$ cat config.mk
export PLATFORM = sky130hd
export DESIGN_NAME = usb_stream_exerciser
export DESIGN_NICKNAME = d
export VERILOG_FILES = /design/src/rtl/exerciser_pkg.sv /design/src/rtl/stream_buf.sv /design/src/rtl/usb_stream_exerciser.sv
export SDC_FILE = /design/constraint.sdc
export NUM_CORES = 1
export LEC_CHECK = 0
export BUFFER_PORTS_ARGS = -buffer_cell sky130_fd_sc_hd__buf_2
export CORE_MARGIN = 4
export CORE_UTILIZATION = 25
export CTS_CLUSTER_SIZE = 14
export DETAILED_ROUTE_END_ITERATION = 12
export PLACE_DENSITY = 0.52
export SKIP_CTS_REPAIR_TIMING = 1
export SYNTH_ARGS = -nofsm -noshare
export SYNTH_HDL_FRONTEND = slang
export SYNTH_HIERARCHICAL = 1
export SYNTH_SLANG_ARGS = --single-unit
$ cat constraint.sdc
create_clock -name clk -period 4.48 [get_ports clk]
set_clock_uncertainty 0.05 [all_clocks]
set_input_delay 0.896 -clock clk [delete_from_list [all_inputs] [get_ports clk]]
set_output_delay 0.896 -clock clk [all_outputs]
set_load 0.01 [all_outputs]
$ cat src/rtl/exerciser_pkg.sv
// Shared encodings for the USB stream exerciser.
//   mode_e  : run-mode encoding of the 'mode' input, sampled on start
//   state_e : run state of the exerciser FSM
package exerciser_pkg;

  typedef enum logic [1:0] {
    MODE_NONE = 2'b00,
    MODE_LOOP = 2'b01,
    MODE_GEN  = 2'b10,
    MODE_CHK  = 2'b11
  } mode_e;

  typedef enum logic [1:0] {
    IDLE = 2'b00,
    LOOP = 2'b01,
    GEN  = 2'b10,
    CHK  = 2'b11
  } state_e;

endpackage

$ cat src/rtl/stream_buf.sv
// Small synchronous FIFO used as the loopback buffer.
//   clk, rst : clock, asynchronous active-low reset
//   push     : write din (caller guarantees count < DEPTH)
//   pop      : drop head (caller guarantees count > 0)
//   flush    : empty the buffer; wins over push/pop
//   din      : write data
//   head     : oldest entry, read from registered storage/pointer
//   count    : current occupancy, 0..DEPTH
module stream_buf #(
  parameter int DATA_W = 32,
  parameter int DEPTH  = 2,
  parameter int CW     = $clog2(DEPTH) + 1
) (
  input  logic              clk,
  input  logic              rst,
  input  logic              push,
  input  logic              pop,
  input  logic              flush,
  input  logic [DATA_W-1:0] din,
  output logic [DATA_W-1:0] head,
  output logic [CW-1:0]     count
);

  localparam int AW = $clog2(DEPTH);

  logic [DATA_W-1:0] mem [DEPTH];
  logic [AW-1:0]     wr_ptr;
  logic [AW-1:0]     rd_ptr;

  // DEPTH is a power of two, so the pointers wrap for free.
  always_ff @(posedge clk or negedge rst) begin
    if (!rst) begin
      wr_ptr <= '0;
      rd_ptr <= '0;
      count  <= '0;
    end else if (flush) begin
      wr_ptr <= '0;
      rd_ptr <= '0;
      count  <= '0;
    end else begin
      if (push) wr_ptr <= wr_ptr + AW'(1);
      if (pop)  rd_ptr <= rd_ptr + AW'(1);
      case ({push, pop})
        2'b10:   count <= count + CW'(1);
        2'b01:   count <= count - CW'(1);
        default: ;
      endcase
    end
  end

  always_ff @(posedge clk) begin
    if (push && !flush) mem[wr_ptr] <= din;
  end

  assign head = mem[rd_ptr];

endmodule

$ cat src/rtl/usb_stream_exerciser.sv
// User-side traffic engine for the FT245 FIFO core: loopback, pattern
// generate and pattern check, with run statistics.
//   clk, rst              : user clock, asynchronous active-low reset
//   mode, start, abort    : run control (mode sampled on start)
//   gen_len               : words per GEN/CHK run, 0 = continuous
//   tx_ready/tx_write/tx_data : push side into the core TX FIFO
//   rx_valid/rx_read/rx_data  : show-ahead pop side of the core RX FIFO
//   busy, done            : run active / one-cycle completion pulse
//   word_count, err_count, first_err : run statistics
module usb_stream_exerciser
  import exerciser_pkg::*;
#(
  parameter int              DATA_W       = 32,
  parameter int              CNT_W        = 16,
  parameter logic [DATA_W-1:0] PATTERN_SEED = '0,
  parameter int              LOOP_DEPTH   = 2
) (
  input  logic              clk,
  input  logic              rst,
  input  logic [1:0]        mode,
  input  logic              start,
  input  logic              abort,
  input  logic [CNT_W-1:0]  gen_len,
  input  logic              tx_ready,
  output logic              tx_write,
  output logic [DATA_W-1:0] tx_data,
  input  logic              rx_valid,
  output logic              rx_read,
  input  logic [DATA_W-1:0] rx_data,
  output logic              busy,
  output logic              done,
  output logic [31:0]       word_count,
  output logic [CNT_W-1:0]  err_count,
  output logic [DATA_W-1:0] first_err
);

  localparam int                OCC_W   = $clog2(LOOP_DEPTH) + 1;
  localparam logic [OCC_W-1:0]  DEPTH_C = OCC_W'(LOOP_DEPTH);

  state_e             state, state_nxt;
  logic [DATA_W-1:0]  pattern;
  logic [DATA_W-1:0]  tx_hold;
  logic [DATA_W-1:0]  cur_word;
  logic [CNT_W-1:0]   len_q;
  logic [OCC_W-1:0]   occ;
  logic [DATA_W-1:0]  head;
  logic               tx_fire, rx_fire, cnt_inc, last_word, run_start, flush;
  logic [31:0]        wc_next;

  assign tx_fire   = tx_write & tx_ready;
  assign rx_fire   = rx_read & rx_valid;
  assign run_start = (state == IDLE) & start & (mode != MODE_NONE);
  assign busy      = (state != IDLE);
  assign flush     = busy & abort;
  // LOOP counts outgoing words, CHK counts incoming words.
  assign cnt_inc   = tx_fire | ((state == CHK) & rx_fire);
  assign wc_next   = word_count + 32'd1;
  assign last_word = cnt_inc & ((state == GEN) | (state == CHK)) &
                     (len_q != '0) & (wc_next == 32'(len_q));
  // Hold the last transmitted word while idle on the TX side.
  assign tx_data   = tx_write ? cur_word : tx_hold;

  // Strobes are masked during an abort cycle so no word is consumed
  // by a run that is being torn down (and then flushed).
  always_comb begin
    tx_write  = 1'b0;
    rx_read   = 1'b0;
    cur_word  = pattern;
    state_nxt = state;
    case (state)
      IDLE: begin
        if (run_start) begin
          case (mode)
            MODE_LOOP: state_nxt = LOOP;
            MODE_GEN:  state_nxt = GEN;
            default:   state_nxt = CHK;
          endcase
        end
      end
      LOOP: begin
        rx_read  = rx_valid & (occ < DEPTH_C) & ~abort;
        tx_write = (occ != '0) & tx_ready & ~abort;
        cur_word = head;
      end
      GEN:     tx_write = tx_ready & ~abort;
      default: rx_read  = rx_valid & ~abort;
    endcase
    if (busy && (abort || last_word)) state_nxt = IDLE;
  end

  always_ff @(posedge clk or negedge rst) begin
    if (!rst) begin
      state      <= IDLE;
      done       <= 1'b0;
      pattern    <= '0;
      tx_hold    <= '0;
      len_q      <= '0;
      word_count <= '0;
      err_count  <= '0;
      first_err  <= '0;
    end else begin
      state <= state_nxt;
      done  <= last_word;
      if (tx_write) tx_hold <= tx_data;
      if (run_start) begin
        pattern    <= PATTERN_SEED;
        len_q      <= gen_len;
        word_count <= '0;
        err_count  <= '0;
        first_err  <= '0;
      end else begin
        if (cnt_inc) word_count <= wc_next;
        if (state == GEN && tx_fire) pattern <= pattern + DATA_W'(1);
        if (state == CHK && rx_fire) begin
          if (rx_data == pattern) begin
            pattern <= pattern + DATA_W'(1);
          end else begin
            // Resync to the received stream so one slip costs one error.
            pattern <= rx_data + DATA_W'(1);
            if (err_count == '0) first_err <= rx_data;
            if (err_count != '1) err_count <= err_count + CNT_W'(1);
          end
        end
      end
    end
  end

  stream_buf #(
    .DATA_W (DATA_W),
    .DEPTH  (LOOP_DEPTH),
    .CW     (OCC_W)
  ) u_buf (
    .clk   (clk),
    .rst   (rst),
    .push  ((state == LOOP) & rx_fire),
    .pop   ((state == LOOP) & tx_fire),
    .flush (flush),
    .din   (rx_data),
    .head  (head),
    .count (occ)
  );

endmodule

## After elaboration in Yosys (flattened, before gate mapping)

Memories as Yosys holds them, arrays and structs flattened.
Cells that the tools add are included.

| storage, ports and cells | value |
|---|---|
| register bits | 167 |
| bits in writable memories | 64 |
| input bits | 56 |
| output and inout port bits | 116 |
| memories kept | 1 |

| cells by class | value |
|---|---|
| add/sub/neg operators | 8 |
| magnitude comparators | 1 |
| equality and inequality tests | 11 |
| multiplexer cells | 30 |
| bitwise gates (word level) | 20 |
| reductions and logical operators | 26 |

Memory list:

| name | words | bits a word | rd ports | clocked after memory_dff | write ports | RTL line | text |
|---|---|---|---|---|---|---|---|
| u_buf.mem | 2 | 32 | 1 | 0 | 1 | stream_buf.sv:26 | `logic [DATA_W-1:0] mem [DEPTH];` |

Operators with widths:

| operator | number |
|---|---|
| $mux 32 | 12 |
| $add 32x1->32 const B | 3 |
| $mux 16 | 4 |
| $eq 32x16->1 | 1 |
| $eq 32x32->1 | 1 |
| $reduce_bool 2->1 | 11 |
| $and 1x1->1 | 17 |
| $add 16x1->16 const B | 1 |
| $logic_not 16->1 | 1 |
| $ne 16x16->1 const B | 1 |
| $reduce_bool 16->1 | 1 |
| $eq 2x2->1 const B | 4 |
| $mux 2 | 4 |
| $pmux 2 s2 | 2 |
| $eq 2x1->1 const B | 3 |
| $mux 1 | 6 |
| $reduce_and 3->1 | 2 |
| $reduce_bool 3->1 | 2 |
| $logic_and 1x1->1 | 4 |
| $pmux 1 s2 | 2 |
| $add 1x1->1 const B | 2 |
| $add 2x1->2 const B | 1 |
| $logic_not 2->1 | 1 |
| $lt 2x2->1 const B | 1 |
| other kinds (8) | 9 |

## Depth between registers and ports, before layout

Gate-level depths: netlist of the first run.

| depth | value |
|---|---|
| word-level depth | 14 |
| mapped depth | 11 |

## Hierarchy

The synthesis of the first run kept the hierarchy.

By module, submodules not included:

| module | times used | cells each | area each (um^2) | sequential area each (um^2) |
|---|---|---|---|---|
| usb_stream_exerciser | 1 | 1,210 | 10,163.5 | 4,078.9 |
| stream_buf | 1 | 119 | 2,645.0 | 2,021.9 |

## Least setup slack after synthesis of the first run

No wires, ideal clock.

| timing | value |
|---|---|
| path type | input-to-reg |
| start point | input port abort |
| end point | memory u_buf.mem[0][0], enable pin |
| data arrival time | 4.157 ns |
| slack | -0.195 ns |
| stages on the path | 5 |
| path through | nor2_1 nand3b_1 a21oi_1 and2_1 nor3b_1 |

| on the way | value |
|---|---|
| cells in the longest elaborated chain, start to end | 8 |
| elaborated cells on any way between the ends | 11 |

RTL lines:

| element | RTL line | text |
|---|---|---|
| from (decl) | usb_stream_exerciser.sv:22 | `input logic abort,` |
| $not 1->1 (*) | usb_stream_exerciser.sv:81, usb_stream_exerciser.sv:86 |  |
| $and 1x1->1 (on tied branches) | usb_stream_exerciser.sv:86, usb_stream_exerciser.sv:81 |  |
| $pmux 1 s2 (*) | usb_stream_exerciser.sv:70 | `case (state)` |
| net rx_read | usb_stream_exerciser.sv:28 | `output logic rx_read,` |
| $and 1x1->1 (*) | usb_stream_exerciser.sv:51 | `assign rx_fire = rx_read & rx_valid;` |
| $and 1x1->1 (*) | usb_stream_exerciser.sv:135 | `.push ((state == LOOP) & rx_fire),` |
| $logic_and 1x1->1 (*) | stream_buf.sv:52 | `if (push && !flush) mem[wr_ptr] <= din;` |
| $mux 1 (*) | stream_buf.sv:52 |  |
| $mux 1 (implied by the code) (*) | stream_buf.sv:52 |  |
| to (decl) | stream_buf.sv:26 |  |

The timed path passes the listed nets; every way through them passes the cells marked *.

## Worst setup path after layout of the first run

| timing | value |
|---|---|
| start point | register state[1] |
| end point | output port tx_data[29] |

| on the way | value |
|---|---|
| cells in the longest elaborated chain, start to end | 3 |
| elaborated cells on any way between the ends | 5 |

RTL lines:

| element | RTL line | text |
|---|---|---|
| from (decl) | usb_stream_exerciser.sv:40 | `state_e state, state_nxt;` |
| from (signal assigned) | usb_stream_exerciser.sv:102 | `state <= state_nxt;` |
| $eq 2x2->1 or $eq 2x1->1 (tied branches) | usb_stream_exerciser.sv:70 |  |
| $pmux 1 s2 or $mux 32 (tied branches) | usb_stream_exerciser.sv:70 |  |
| $mux 32 (*) | usb_stream_exerciser.sv:61 | `assign tx_data = tx_write ? cur_word : tx_hold;` |
| to (decl) | usb_stream_exerciser.sv:26 | `output logic [DATA_W-1:0] tx_data,` |

Every way passes the cells marked *; elsewhere a longest branch is shown, timed or not.

==> results.yml, run 1 <==
power_and_ir_drop:
  p_clk_share_pct: 31.6
  ir_worst_vdd_uv: 307
  p_total_mw: 7.49
  leakagePower_nw: 6.19
  p_sw_share_pct: 36.1
  power.density_nw_per_um2: 492
  net-switching-power_mw: 2.70
  p_int_mw: 4.78
  power_frac_seq_pct: 38.5
  p_comb_share_pct: 29.8
placed_design:
  gp_congestion: 0.863
  place_inst: 2092
  io_buffers: 171
  dp_hpwl_mm: 28.6
detailed_routing:
  wl_mm: 40.5
  drtIter0Drc: 816
  dr.pass1.iters: 5
  maxUsedRoutingLayer: "met4"
  ant_nets: 0
  wl_met3_mm: 2.53
  drc: 0
  wl_per_cell_um: 18.9
  via_per_inst: 4.83
  met1_length_mm: 19.4
  wl_met2_mm: 17.7
  num_vias: 10400
worst_setup_path:
  slowest_stage: "mux2i_1"
  critPathKind: "reg -> out"
  cp-end-kind: "primary output"
  cp_slowest_stage_delay_ns: 0.61
  path_max_fanout: 35
  start_kind: "flip-flop"
  path_cells: "inv_1 > ha_2 > buf_4 > mux2i_1 > a21oi_1 > buf_2"
  cp.arrival_ns: 2.78
  required_ns: 3.53
clock_tree:
  clk_pin_slew_worst_paths_ns: 0.06
  numCtsBuffers: 29
  clock_latency_ns: 0.57
  cts-root-buf: "clkbuf_16"
  cts.sinks: 231
  htreeDepth: 1
  clockBufferDepth: 3
  cts_tree: "done"
timing:
  setup_viol: 0
  min_period_ns: 3.72
  worstMarginPinSlew_ns: 0.928
  holdWs_ns: 0.306
  finalHoldViolations: 0
  fin_crit_sh_pct: 83.1
  max_slew_margin_pct: 38.1
  slew_viol_final: 0
  final.setup.tns_ns: 0
  rsz0062_at_grt: "false"
  timing.fmax_ghz: 0.268
logic_synthesis:
  synth_area_leaders: "dfrtp_1 33%, edfxtp_1 15%, xnor2_1 6.2%"
  seq_area_frac_synth_pct: 47.6
  ys_types: 73
  synthArstFlopShare_pct: 72.3
  synth-edff-count: 64
  yosysWarningCount: 6
  synthesis.instances: 1329
  synth_area_um2: 12800
  synth_nets: 1394
  synth_most_common_cell: "nand2_1"
  synth_top_cell_area_share_pct: 32.6
  ys_seq_elements: 231
  synth.largest_area_cell: "dfrtp_1"
  ys.flop_type: "dfrtp_1"
  syn_avg_cell_area_um2: 9.64
  synthTopCellsByCount: "184 x nand2_1, 167 x dfrtp_1, 115 x nor2_1, 111 x a21oi_1, 90 x xnor2_1"
floorplanning:
  die_w_um: 234
  die_y_um: 234
  coreArea_um2: 50400
  start_util_pct: 25.4
  ios: 172
  dieArea_um2: 54900
  num_rows: 82
cells_and_area:
  nets: 1516
  syn_to_final_growth_pct: 18.8
  stdcell_count: 2146
  n_antenna_cell: 0
  drive_gt1_share_pct: 19.6
global_route:
  grt_max_degree: 101
  antenna_found_initial: 0
  grt_util_all_layers_pct: 14.6
  grt_pass1_wl_mm: 62.7
  gr-total-overflow: 0
  grt_pass1_vias: 10200
hold_path:
  hold_path_class: "in -> async"
status:
  outcome: "finished, final reports clean"
run:
  drv_cap: 0
flip-flops by register name, indices dropped and copies added (netlist names):
name / count
done: 1
err_count: 16
first_err: 32
len_q: 16
pattern: 32
state: 2
tx_hold: 32
u_buf/count: 2
u_buf/mem: 64
u_buf/rd_ptr: 1
u_buf/wr_ptr: 1
word_count: 32
critical path: cells and delay by family (launching register included):
family                   cells  cell delay [ns]
AO/OA/AOI/OAI                1             0.14
multiplexers                 1             0.61
buffers and inverters        3             0.80
adder cells (fa/ha/maj)      1             0.21
flip-flops                   1             0.43
logic make-up (layout without fill, tap and decap cells):
logic type | count (synthesis) | in the layout | share of synthesized area, %
flip-flops | 231 | 231 | 47.6
AO/OA/AOI/OAI | 250 | 250 | 11.6
adder cells (fa/ha/maj) | 9 | 9 | 0.879
multiplexers | 70 | 70 | 6.63
AND/OR/NAND/NOR | 524 | 524 | 20.5
buffers and inverters | 115 | 260 | 3.83
XOR/XNOR | 130 | 130 | 8.89
power groups by stage:
stage	registers [mW]	clock network, mW	logic, mW
after floorplan	2.76	0	1.54
after global placement	2.91	0	2.25
after detailed placement	2.92	0	2.26
after CTS	2.88	2.45	2.27
after global routing	2.93	2.55	2.50
final	2.88	2.37	2.23
path summary, 6_finish.rpt:
| path | startpoint | to | slack [ns] | cells after the start |
|---|---|---|---|---|
| max | state[1]$_DFFE_PN0P_ | tx_data[29] | 0.76 | 6 |
| min | rst | err_count[2]$_DFFE_PN0P_ | 0.31 | 1 |
| max reg2reg | state[1]$_DFFE_PN0P_ | pattern[21]$_DFFE_PN0P_ | 1.24 | 8 |
| min reg2reg | tx_hold[20]$_DFFE_PN0N_ | tx_hold[20]$_DFFE_PN0N_ | 0.46 | 2 |
| max in group asynchronous | rst | len_q[10]$_DFFE_PN0P_ | 3.01 | 2 |
| min in group clk | tx_hold[20]$_DFFE_PN0N_ | tx_hold[20]$_DFFE_PN0N_ | 0.46 | 2 |
final cells by class:
cell class                      instances  area [µm²]
Sequential cell                       231        6100
Multi-Input combinational cell        983        6240
Timing Repair Buffer                  189        1010
Tap cell                              672         841
Fill cell                            5249       35200
Inverter                               17        63.8
Clock buffer                           40         797
Clock inverter                         14         160
metal layers:
metal	global-route usage [%]	vias up
met3	2.49	56
met1	21.7	5083
li1	-	4944
met2	22.0	279
met5	0	-
met4	3.41	0
through the flow:
stage                     util [%]  instance area (µm²)  worst slack (ns)
after CTS                     30.2                15200             0.677
final                         30.2                15200             0.755
after global placement        28.3                14300             0.916
after global routing          30.2                15200             0.518
after detailed placement      28.3                14300             0.931
after floorplan                  -                12800             0.947
layout by cell type, fill, tap and decap left out, types with 4 or more instances in the layout:
cell,synthesis,final
inv_1,16,16
nand2b_1,5,5
xnor2_1,90,90
nor4_1,17,17
nor2_1,115,115
and2_1,10,10
nand2_1,184,184
buf_2,20,170
nor3b_1,6,5
a22o_1,4,4
buf_4,1,17
xor2_1,40,40
ha_1,9,8
and3_1,22,22
o21ai_0,68,68
a21oi_1,111,111
o31ai_1,4,4
and4_1,14,13
nor2b_1,6,6
mux2_4,29,29
clkbuf_16,0,29
clkbuf_1,65,8
dfrtp_1,167,166
nand3_1,45,45
a31oi_1,4,4
mux2i_1,38,38
nand4_1,36,36
o22ai_1,10,10
clkinv_1,0,5
edfxtp_1,64,64
or3_1,7,7
o2bb2ai_1,16,16
nor3_1,27,27
Power figures use the tool's default switching activity.
==> run 2, diff against run 1 <==
PLACE_DENSITY = 0.5   (was 0.52)
clock period = 3.9 ns   (was 4.48 ns; I/O delays follow)
==> run 2 against run 1 <==
Critical path depth stayed put. Power is 19% higher. Hold slack worse by 0.13 ns. Routed wire length is 3.0% higher. Sequential power is 16% higher. Critical endpoint unchanged. Critical path type unchanged. Count of clock-buffer cells in the layout stayed put.
==> results.yml, run 2 (synthesis gave the netlist of run 1 again) <==
clock_tree:
  clock_latency_ns: 0.56
  htreeDepth: 1
  cts_tree: "done"
  cts-root-buf: "clkbuf_16"
  clk_pin_slew_worst_paths_ns: 0.05
  numCtsBuffers: 30
  clockBufferDepth: 3
  cts.sinks: 231
worst_setup_path:
  path_cells: "inv_1 > ha_2 > buf_4 > mux2i_1 > a21oi_1 > buf_2"
  r2r_cells: 7
  r2r-end: "first_err[17]$_DFFE_PN0P_"
  endpoint: "tx_data[29]"
  required_ns: 3.07
  r2r_start: "state[0]$_DFFE_PN0P_"
  cp_num_buf_inv: 3
  r2r_slack_ns: 0.62
  critPathKind: "reg -> out"
  path_max_fanout: 35
  cp_top_family: "buffers and inverters"
  cp_slowest_stage_delay_ns: 0.65
  path_depth: 6
  cp-end-kind: "primary output"
  slowest_stage: "mux2i_1"
  crit_start: "state[1]$_DFFE_PN0P_"
  cp.arrival_ns: 2.79
  start_kind: "flip-flop"
cells_and_area:
  layout_commonest_cell: "nand2_1"
  nets: 1526
  final_core_util_pct: 30.6
  syn_to_final_growth_pct: 20.5
  stdcell_count: 2161
  top_register: "u_buf/mem"
  final-seq-area_um2: 6100
  fillers: 5196
  drive_gt1_share_pct: 20.8
  final_cell_mix: "184 x nand2_1, 170 x buf_2, 166 x dfrtp_1"
  largest_register_ffs: 64
  multi_input_area_um2: 6240
timing:
  fin_crit_sh_pct: 92.8
  timing.fmax_ghz: 0.276
  worstMarginPinSlew_ns: 1.12
  rsz0062_at_grt: "false"
  max_slew_margin_pct: 25.5
  setup_viol: 0
  min_period_ns: 3.62
  slew_viol_final: 0
  final.setup.tns_ns: 0
  holdWs_ns: 0.178
  finalHoldViolations: 0
global_route:
  antenna_found_initial: 6
  grt_pass1_vias: 10200
  grt_max_degree: 74
  gr-total-overflow: 0
  grt_util_all_layers_pct: 14.9
  grt_pass1_wl_mm: 64.0
detailed_routing:
  wl_per_cell_um: 19.3
  dr.pass1.iters: 7
  num_vias: 10600
  ant_nets: 0
  drc: 0
  via_per_inst: 4.90
  drtIter0Drc: 898
  wl_mm: 41.7
floorplanning:
  die_w_um: 234
  start_util_pct: 25.4
  dieArea_um2: 54900
  ios: 172
  die_y_um: 234
  num_rows: 82
  coreArea_um2: 50400
placed_design:
  place_inst: 2101
  gp_congestion: 0.847
  io_buffers: 171
  dp_hpwl_mm: 29.7
power_and_ir_drop:
  ir_worst_vdd_uv: 287
  power.density_nw_per_um2: 578
  leakagePower_nw: 6.30
  p_total_mw: 8.92
run:
  drv_cap: 0
hold_path:
  hold_path_class: "in -> async"
status:
  outcome: "finished, final reports clean"
## run 2: changes by cell type in the layout (fill, tap and decap cells not counted), moves of 2 or more
cell and delta:
buf_4 +8, bufinv_16 +2, clkbuf_1 -5, clkbuf_16 +2
clkbuf_8 +3, clkinv_1 -5, clkinv_2 +3, diode_2 +6
## run 2: worst reg2reg max path, cell delays in order (launching register included)
cell and delay [ns]:
dfrtp_1 0.39, inv_1 0.10, ha_1 0.29, nor2_1 0.31, nand4_2 0.34, a21oi_4 0.32
and4_2 1.00, o21ai_0 0.30
## run 2: how the worst min path moves through the flow
stage                                to  slack [ns]  cells past startpoint
2_1_floorplan            done$_DFF_PN0_        0.43                      0
3_3_place_gp    tx_hold[29]$_DFFE_PN0N_        0.44                      2
3_5_place_dp    tx_hold[20]$_DFFE_PN0N_        0.45                      2
4_1_cts        err_count[3]$_DFFE_PN0P_        0.20                      1
5_1_grt        err_count[3]$_DFFE_PN0P_        0.21                      1
6_report       err_count[3]$_DFFE_PN0P_        0.18                      1
## run 2: cell type report
type / count / area share (%)
clock inverter: 14 / 1.32
timing repair buffer: 198 / 7.06
inverter: 17 / 0.414
antenna: 6 / 0.0973
multi-input combinational: 983 / 40.5
clock buffer: 40 / 5.64
tap: 672 / 5.45
sequential: 231 / 39.5
## run 2: power breakdown
group	total, mW	internal [mW]	switching [mW]
combinational	2.62	0.983	1.64
sequential	3.33	2.90	0.425
clock	2.97	1.88	1.09
## run 2: metrics by stage
step           cell area, µm²  setup WS (ns)
6_report                15400          0.280
3_5_place_dp            14300          0.507
5_1_grt                 15400         0.0915
3_3_place_gp            14300          0.579
2_1_floorplan           12800          0.483
4_1_cts                 15400         0.0540
## run 2: layer usage
| metal | vias up | track usage, % | wire [µm] |
|---|---|---|---|
| met5 | - | 0 | 7 |
| met4 | 2 | 3.73 | 714 |
| met3 | 47 | 2.68 | 2450 |
| met2 | 327 | 21.1 | 17500 |
| met1 | 5234 | 23.2 | 21000 |
| li1 | 4971 | - | - |
